**src/rtl/wb_port_arbiter.sv**
```systemverilog
// wb_port_arbiter: shares the register file write port between the in-order
// writeback stage and queued results from the multiply/divide unit (MDU).
// Writeback wins by default. A starvation counter forces one stall cycle so
// that a waiting MDU result is eventually written.
module wb_port_arbiter #(
    parameter int DATA_W   = 32,
    parameter int DEPTH    = 2,
    parameter int MAX_WAIT = 4
) (
    input  logic              clk,
    input  logic              rst,
    input  logic              wb_we_i,
    input  logic [4:0]        wb_addr_i,
    input  logic [DATA_W-1:0] wb_data_i,
    input  logic              mdu_valid_i,
    input  logic [4:0]        mdu_addr_i,
    input  logic [DATA_W-1:0] mdu_data_i,
    output logic              mdu_ready_o,
    input  logic [4:0]        rd_addr_a_i,
    input  logic [4:0]        rd_addr_b_i,
    output logic              rf_we_o,
    output logic [4:0]        rf_addr_o,
    output logic [DATA_W-1:0] rf_data_o,
    output logic              stall_o,
    output logic              hazard_o
);

    localparam int PTR_W  = (DEPTH > 1) ? $clog2(DEPTH) : 1;
    localparam int CNT_W  = $clog2(DEPTH) + 1;
    localparam int WAIT_W = $clog2(MAX_WAIT + 1);

    logic [4:0]        r_addrMem [DEPTH];
    logic [DATA_W-1:0] r_dataMem [DEPTH];
    logic [DEPTH-1:0]  r_valid;
    logic [PTR_W-1:0]  r_rdPtr;
    logic [PTR_W-1:0]  r_wrPtr;
    logic [CNT_W-1:0]  r_count;
    logic [WAIT_W-1:0] r_waitCnt;

    logic              r_rfWe;
    logic [4:0]        r_rfAddr;
    logic [DATA_W-1:0] r_rfData;

    logic w_full;
    logic w_empty;
    logic w_wbReq;
    logic w_push;
    logic w_stall;
    logic w_grantHead;
    logic w_grantWb;
    logic w_hazard;

    assign w_full      = (r_count == CNT_W'(DEPTH));
    assign w_empty     = (r_count == '0);
    assign w_wbReq     = wb_we_i && (wb_addr_i != 5'd0);
    // A result for register 0 is accepted from the MDU but simply dropped.
    assign w_push      = mdu_valid_i && !w_full && (mdu_addr_i != 5'd0);
    assign w_stall     = (r_waitCnt == WAIT_W'(MAX_WAIT)) && !w_empty;
    assign w_grantHead = w_stall || (!w_wbReq && !w_empty);
    assign w_grantWb   = !w_stall && w_wbReq;

    assign mdu_ready_o = !w_full;
    assign stall_o     = w_stall;
    assign hazard_o    = w_hazard;
    assign rf_we_o     = r_rfWe;
    assign rf_addr_o   = r_rfAddr;
    assign rf_data_o   = r_rfData;

    // FIFO payload storage; contents are only meaningful where r_valid is set.
    always_ff @(posedge clk) begin
        if (w_push) begin
            r_addrMem[r_wrPtr] <= mdu_addr_i;
            r_dataMem[r_wrPtr] <= mdu_data_i;
        end
    end

    // FIFO pointers, occupancy and per-entry valid flags (valid feeds the hazard check).
    always_ff @(posedge clk or negedge rst) begin
        if (!rst) begin
            r_rdPtr <= '0;
            r_wrPtr <= '0;
            r_count <= '0;
            r_valid <= '0;
        end else begin
            if (w_grantHead) begin
                r_rdPtr          <= r_rdPtr + PTR_W'(1);
                r_valid[r_rdPtr] <= 1'b0;
            end
            if (w_push) begin
                r_wrPtr          <= r_wrPtr + PTR_W'(1);
                r_valid[r_wrPtr] <= 1'b1;
            end
            case ({w_push, w_grantHead})
                2'b10:   r_count <= r_count + CNT_W'(1);
                2'b01:   r_count <= r_count - CNT_W'(1);
                default: r_count <= r_count;
            endcase
        end
    end

    // Counts how long a non-empty FIFO has gone without its head being written.
    always_ff @(posedge clk or negedge rst) begin
        if (!rst) begin
            r_waitCnt <= '0;
        end else if (w_grantHead || w_empty) begin
            r_waitCnt <= '0;
        end else if (r_waitCnt != WAIT_W'(MAX_WAIT)) begin
            r_waitCnt <= r_waitCnt + WAIT_W'(1);
        end
    end

    // Registered write port: load from the granted source, otherwise drop enable and hold.
    always_ff @(posedge clk or negedge rst) begin
        if (!rst) begin
            r_rfWe   <= 1'b0;
            r_rfAddr <= '0;
            r_rfData <= '0;
        end else if (w_grantHead) begin
            r_rfWe   <= 1'b1;
            r_rfAddr <= r_addrMem[r_rdPtr];
            r_rfData <= r_dataMem[r_rdPtr];
        end else if (w_grantWb) begin
            r_rfWe   <= 1'b1;
            r_rfAddr <= wb_addr_i;
            r_rfData <= wb_data_i;
        end else begin
            r_rfWe   <= 1'b0;
        end
    end

    // Flags a decode source register that is still waiting in the FIFO.
    always_comb begin
        w_hazard = 1'b0;
        for (int i = 0; i < DEPTH; i++) begin
            if (r_valid[i] &&
                (((rd_addr_a_i != 5'd0) && (r_addrMem[i] == rd_addr_a_i)) ||
                 ((rd_addr_b_i != 5'd0) && (r_addrMem[i] == rd_addr_b_i)))) begin
                w_hazard = 1'b1;
            end
        end
    end

endmodule

```
**config.mk**
```make
export PLATFORM = sky130hd
export DESIGN_NAME = wb_port_arbiter
export DESIGN_NICKNAME = d
export VERILOG_FILES = /design/src/rtl/wb_port_arbiter.sv
export SDC_FILE = /design/constraint.sdc
export NUM_CORES = 1
export LEC_CHECK = 0
export CAP_MARGIN = 25
export CORE_AREA = 2 2 120 87
export CTS_CLUSTER_DIAMETER = 40
export DETAILED_ROUTE_END_ITERATION = 8
export DIE_AREA = 0 0 122 89
export GPL_TIMING_DRIVEN = 0
export PLACE_DENSITY_LB_ADDON = 0.2
export SETUP_SLACK_MARGIN = 0.1
export SYNTH_ARGS = -nofsm -noshare
export SYNTH_HDL_FRONTEND = slang
export SYNTH_SLANG_ARGS = --single-unit
```
**constraint.sdc**
```tcl
create_clock -name clk -period 8.3 [get_ports clk]
set_input_delay 1.66 -clock clk [delete_from_list [all_inputs] [get_ports clk]]
set_output_delay 1.66 -clock clk [all_outputs]
set_load 0.01 [all_outputs]
```
==> impl_metrics.tcl <==
set metrics [dict create \
    run_status "complete, no violations" \
    final-hold-violation-count 0 \
    final-max-slew-violation-count 0 \
    dr_total_vias 3688 \
    seq_power_share_pct 37.6 \
    setup_tns_final_ns 0 \
    wirelength_um 12300 \
    route.detailed.drc 0 \
    slew-limit-headroom_pct 45.8 \
    timing_worst_setup_path_type "input pin to output pin" \
    max_cap_viol_count 0 \
    clockRootBuffer "sky130_fd_sc_hd__clkbuf_16" \
    crit_path_frequent_cell "sky130_fd_sc_hd__clkdlybuf4s50_1" \
    met3_wirelength_um 1030 \
    psw_mw 0.779 \
    instances_no_fill 689 \
    most-common-layout-cells "sky130_fd_sc_hd__clkdlybuf4s50_1, sky130_fd_sc_hd__nand2_1, sky130_fd_sc_hd__edfxtp_1" \
    maxUsedRoutingLayer "met4" \
    total_power_mw 2.54 \
    worstPathCellList "clkdlybuf4s50_1, or4_1, nor2_1, nor4_1, o21ai_0, nand2_1, clkdlybuf4s50_1" \
    die_h_um 89 \
    synth_enable_flop_cells 74 \
    grt_pass1_vias 3993 \
    setup.worst_path.start_class "input pin" \
    floorplan.core_area_um2 9570 \
    setup_viol_count_final 0 \
    nets 639 \
    ctsHtreeMaxLevel 4 \
    synthesis.nets 489 \
    synthArstFlopShare_pct 38.8 \
    combPwrFrac_pct 32.8 \
    synth_seq_cells 121 \
    drt_pre_antenna_iters 4 \
    final_layout_size_suffix_gt1_share_pct 9.27 \
    tritoncts "built" \
    seq_area_um2 3400 \
    hold_path_depth 2 \
    cellLeakagePower_nw 2.74 \
    critical-path-slowest-cell "sky130_fd_sc_hd__or4_1" \
    syn-instance-count 398 \
    rows 30 \
    rsz0062_at_grt "no" \
    ctsHoldBuffers 0 \
    gp_congestion 0.849 \
    period_share_pct 64.4 \
    timing.fmax_mhz 187 \
    distinct_cell_type_count_after_synthesis 31 \
    global_router_s_overall_resource_usage_pct 24.2 \
    clk_pin_slew_ns 0.05 \
    cts_resized 0 \
    slowest_delay_ns 0.53 \
    ff2ff_path_depth 9 \
    max_slew.worst_pin.slew_ns 0.814 \
    later_pin_clock_latency_in_the_skew_report_ns 0.41 \
    cts_made_buffers 17 \
    maximum_number_of_pins_on_one_net_before_global_route_repair 29 \
    floorplan.initialDensity_pct 52.9 \
    layout.cells.most_common "sky130_fd_sc_hd__clkdlybuf4s50_1" \
    number_of_clock_sinks 121 \
    mappedNetlistArea_um2 5060 \
    drt_first_iter_violations 225 \
    max-vdd-ir-drop_uv 191 \
    die_w_um 122 \
    worstPathArrival_ns 3.69 \
    critPathMaxFanout 3 \
    powerDensity_nw_per_um2 353 \
    power.switching_fraction_pct 30.7 \
    floorplan.die_area_um2 10900 \
    layout-area-overhead-vs-synth_pct 41.9 \
    required_ns 6.64 \
    postSynth.topFlopCell "sky130_fd_sc_hd__edfxtp_1" \
    worst_hold_path_type "register to register" \
    detail_route.vias_per_cell 5.35 \
    fin_crit_ns 5.35 \
    grt_overflow_total 0 \
    timing.critical_path.depth 7 \
    m1WireLength_um 5240 \
    diodes 0 \
    critical-path-top-delay-family "buffers and inverters" \
    syn_area_per_cell_um2 12.7 \
    final.setup_skew_ns 0.00923 \
    antenna_found_initial 0 \
    portBuffers 128 \
    worst-path-buf-inv 2 \
    wire_per_inst_um 17.9 \
    post-cts-setup-buffers 0 \
    max-clock-path-buffers 2 \
    fillCellCount 631 \
    grt_pass1_wl_um 19400 \
    io-pin-count 129 \
    ys.warnings.count 0 \
    seq_area_frac_synth_pct 67.1 \
    wl_met2_um 5900 \
    power.share.clock_pct 29.6 \
    postRouteAntennaNets 0 \
    multi_input_area_um2 1530 \
    dp.cells 657 \
    final_hpwl_from_detailed_placement_um 8630 \
    power_report.internal_total_mw 1.76 \
    crit_path_end_kind "output pin" \
]
[through the flow]
stage                     utilization (%)  hold WS, ns  setup WS (ns)  cell area [µm²]
after global routing                 75.0        0.500           2.81             7180
final                                75.0        0.474           2.95             7180
after CTS                            75.0        0.482           2.97             7180
after detailed placement             68.7        0.469           3.00             6570
after global placement               67.9        0.457           2.69             6500
after floorplan                         -        0.443           4.04             5060
[worst min-delay path, stage by stage, from the launching register on]
cell                      delay (ns)
sky130_fd_sc_hd__dfrtp_1        0.33
sky130_fd_sc_hd__nand2_1        0.05
sky130_fd_sc_hd__o21ai_0        0.06
[power groups by stage]
stage / registers [mW] / clock network (mW) / logic [mW]
after CTS: 0.954 / 0.758 / 0.843
after global placement: 0.960 / 0 / 0.793
after detailed placement: 0.960 / 0 / 0.836
after global routing: 0.974 / 0.786 / 0.910
after floorplan: 0.989 / 0 / 0.397
final: 0.954 / 0.751 / 0.833
[registers in the layout (all words and copies together) (netlist names)]
| name | count |
|---|---|
| rf_we_o | 1 |
| r_rdPtr | 1 |
| r_waitCnt | 3 |
| rf_addr_o | 5 |
| rf_data_o | 32 |
| r_dataMem | 64 |
| r_wrPtr | 1 |
| r_valid | 2 |
| r_addrMem | 10 |
| r_count | 2 |
[cell families (layout without fill, tap and decap cells)]
family | after synthesis | after routing | synth area share (%)
buf+inv | 25 | 188 | 2.99
flops | 121 | 121 | 67.1
compound gates | 86 | 86 | 8.95
simple gates | 100 | 100 | 8.36
mux | 37 | 37 | 7.32
fa+ha+maj | 3 | 3 | 0.742
xor+xnor | 26 | 26 | 4.50
[synthesized netlist by cell type (4+ instances only)]
library cell | n | area [µm²]
sky130_fd_sc_hd__buf_2 | 5 | 25.0
sky130_fd_sc_hd__nand2_1 | 75 | 282
sky130_fd_sc_hd__mux2i_1 | 37 | 370
sky130_fd_sc_hd__dfrtp_1 | 47 | 1180
sky130_fd_sc_hd__o21ai_1 | 13 | 65.1
sky130_fd_sc_hd__inv_1 | 4 | 15.0
sky130_fd_sc_hd__buf_6 | 4 | 45.0
sky130_fd_sc_hd__edfxtp_1 | 74 | 2220
sky130_fd_sc_hd__o21ai_0 | 63 | 315
sky130_fd_sc_hd__xnor2_1 | 16 | 140
sky130_fd_sc_hd__nand3_1 | 4 | 20.0
sky130_fd_sc_hd__clkbuf_1 | 4 | 15.0
sky130_fd_sc_hd__buf_4 | 5 | 37.5
sky130_fd_sc_hd__nor2_1 | 7 | 26.3
sky130_fd_sc_hd__nor4_1 | 4 | 25.0
sky130_fd_sc_hd__xor2_1 | 10 | 87.6
[metal layers]
layer / vias to the layer above / global-route usage, %
met2: 153 / 39.8
met4: 0 / 9.20
li1: 1723 / -
met5: - / 0
met3: 15 / 7.21
met1: 1797 / 31.0
[path summary, 6_finish.rpt]
check,from,to,slack (ns)
max in group asynchronous,rst,r_valid[1],6.55
max,rd_addr_a_i[2],hazard_o,2.95
min in group asynchronous,rst,rf_data_o[12],1.22
max reg2reg,r_waitCnt[0],r_count[1],6.09
min reg2reg,rf_data_o[10],rf_data_o[10],0.47
min,rf_data_o[10],rf_data_o[10],0.47
[layout make-up]
| type | count | share of cell area (%) |
|---|---|---|
| plain buffers | 21 | 1.90 |
| clock buffers | 17 | 5.92 |
| clock inverters | 15 | 2.54 |
| inverters | 4 | 0.209 |
| multi-input cells | 252 | 21.3 |
| flip-flops and latches | 121 | 47.3 |
| well taps | 128 | 2.23 |
| repair buffers | 131 | 18.6 |
Power figures use the tool's default switching activity.
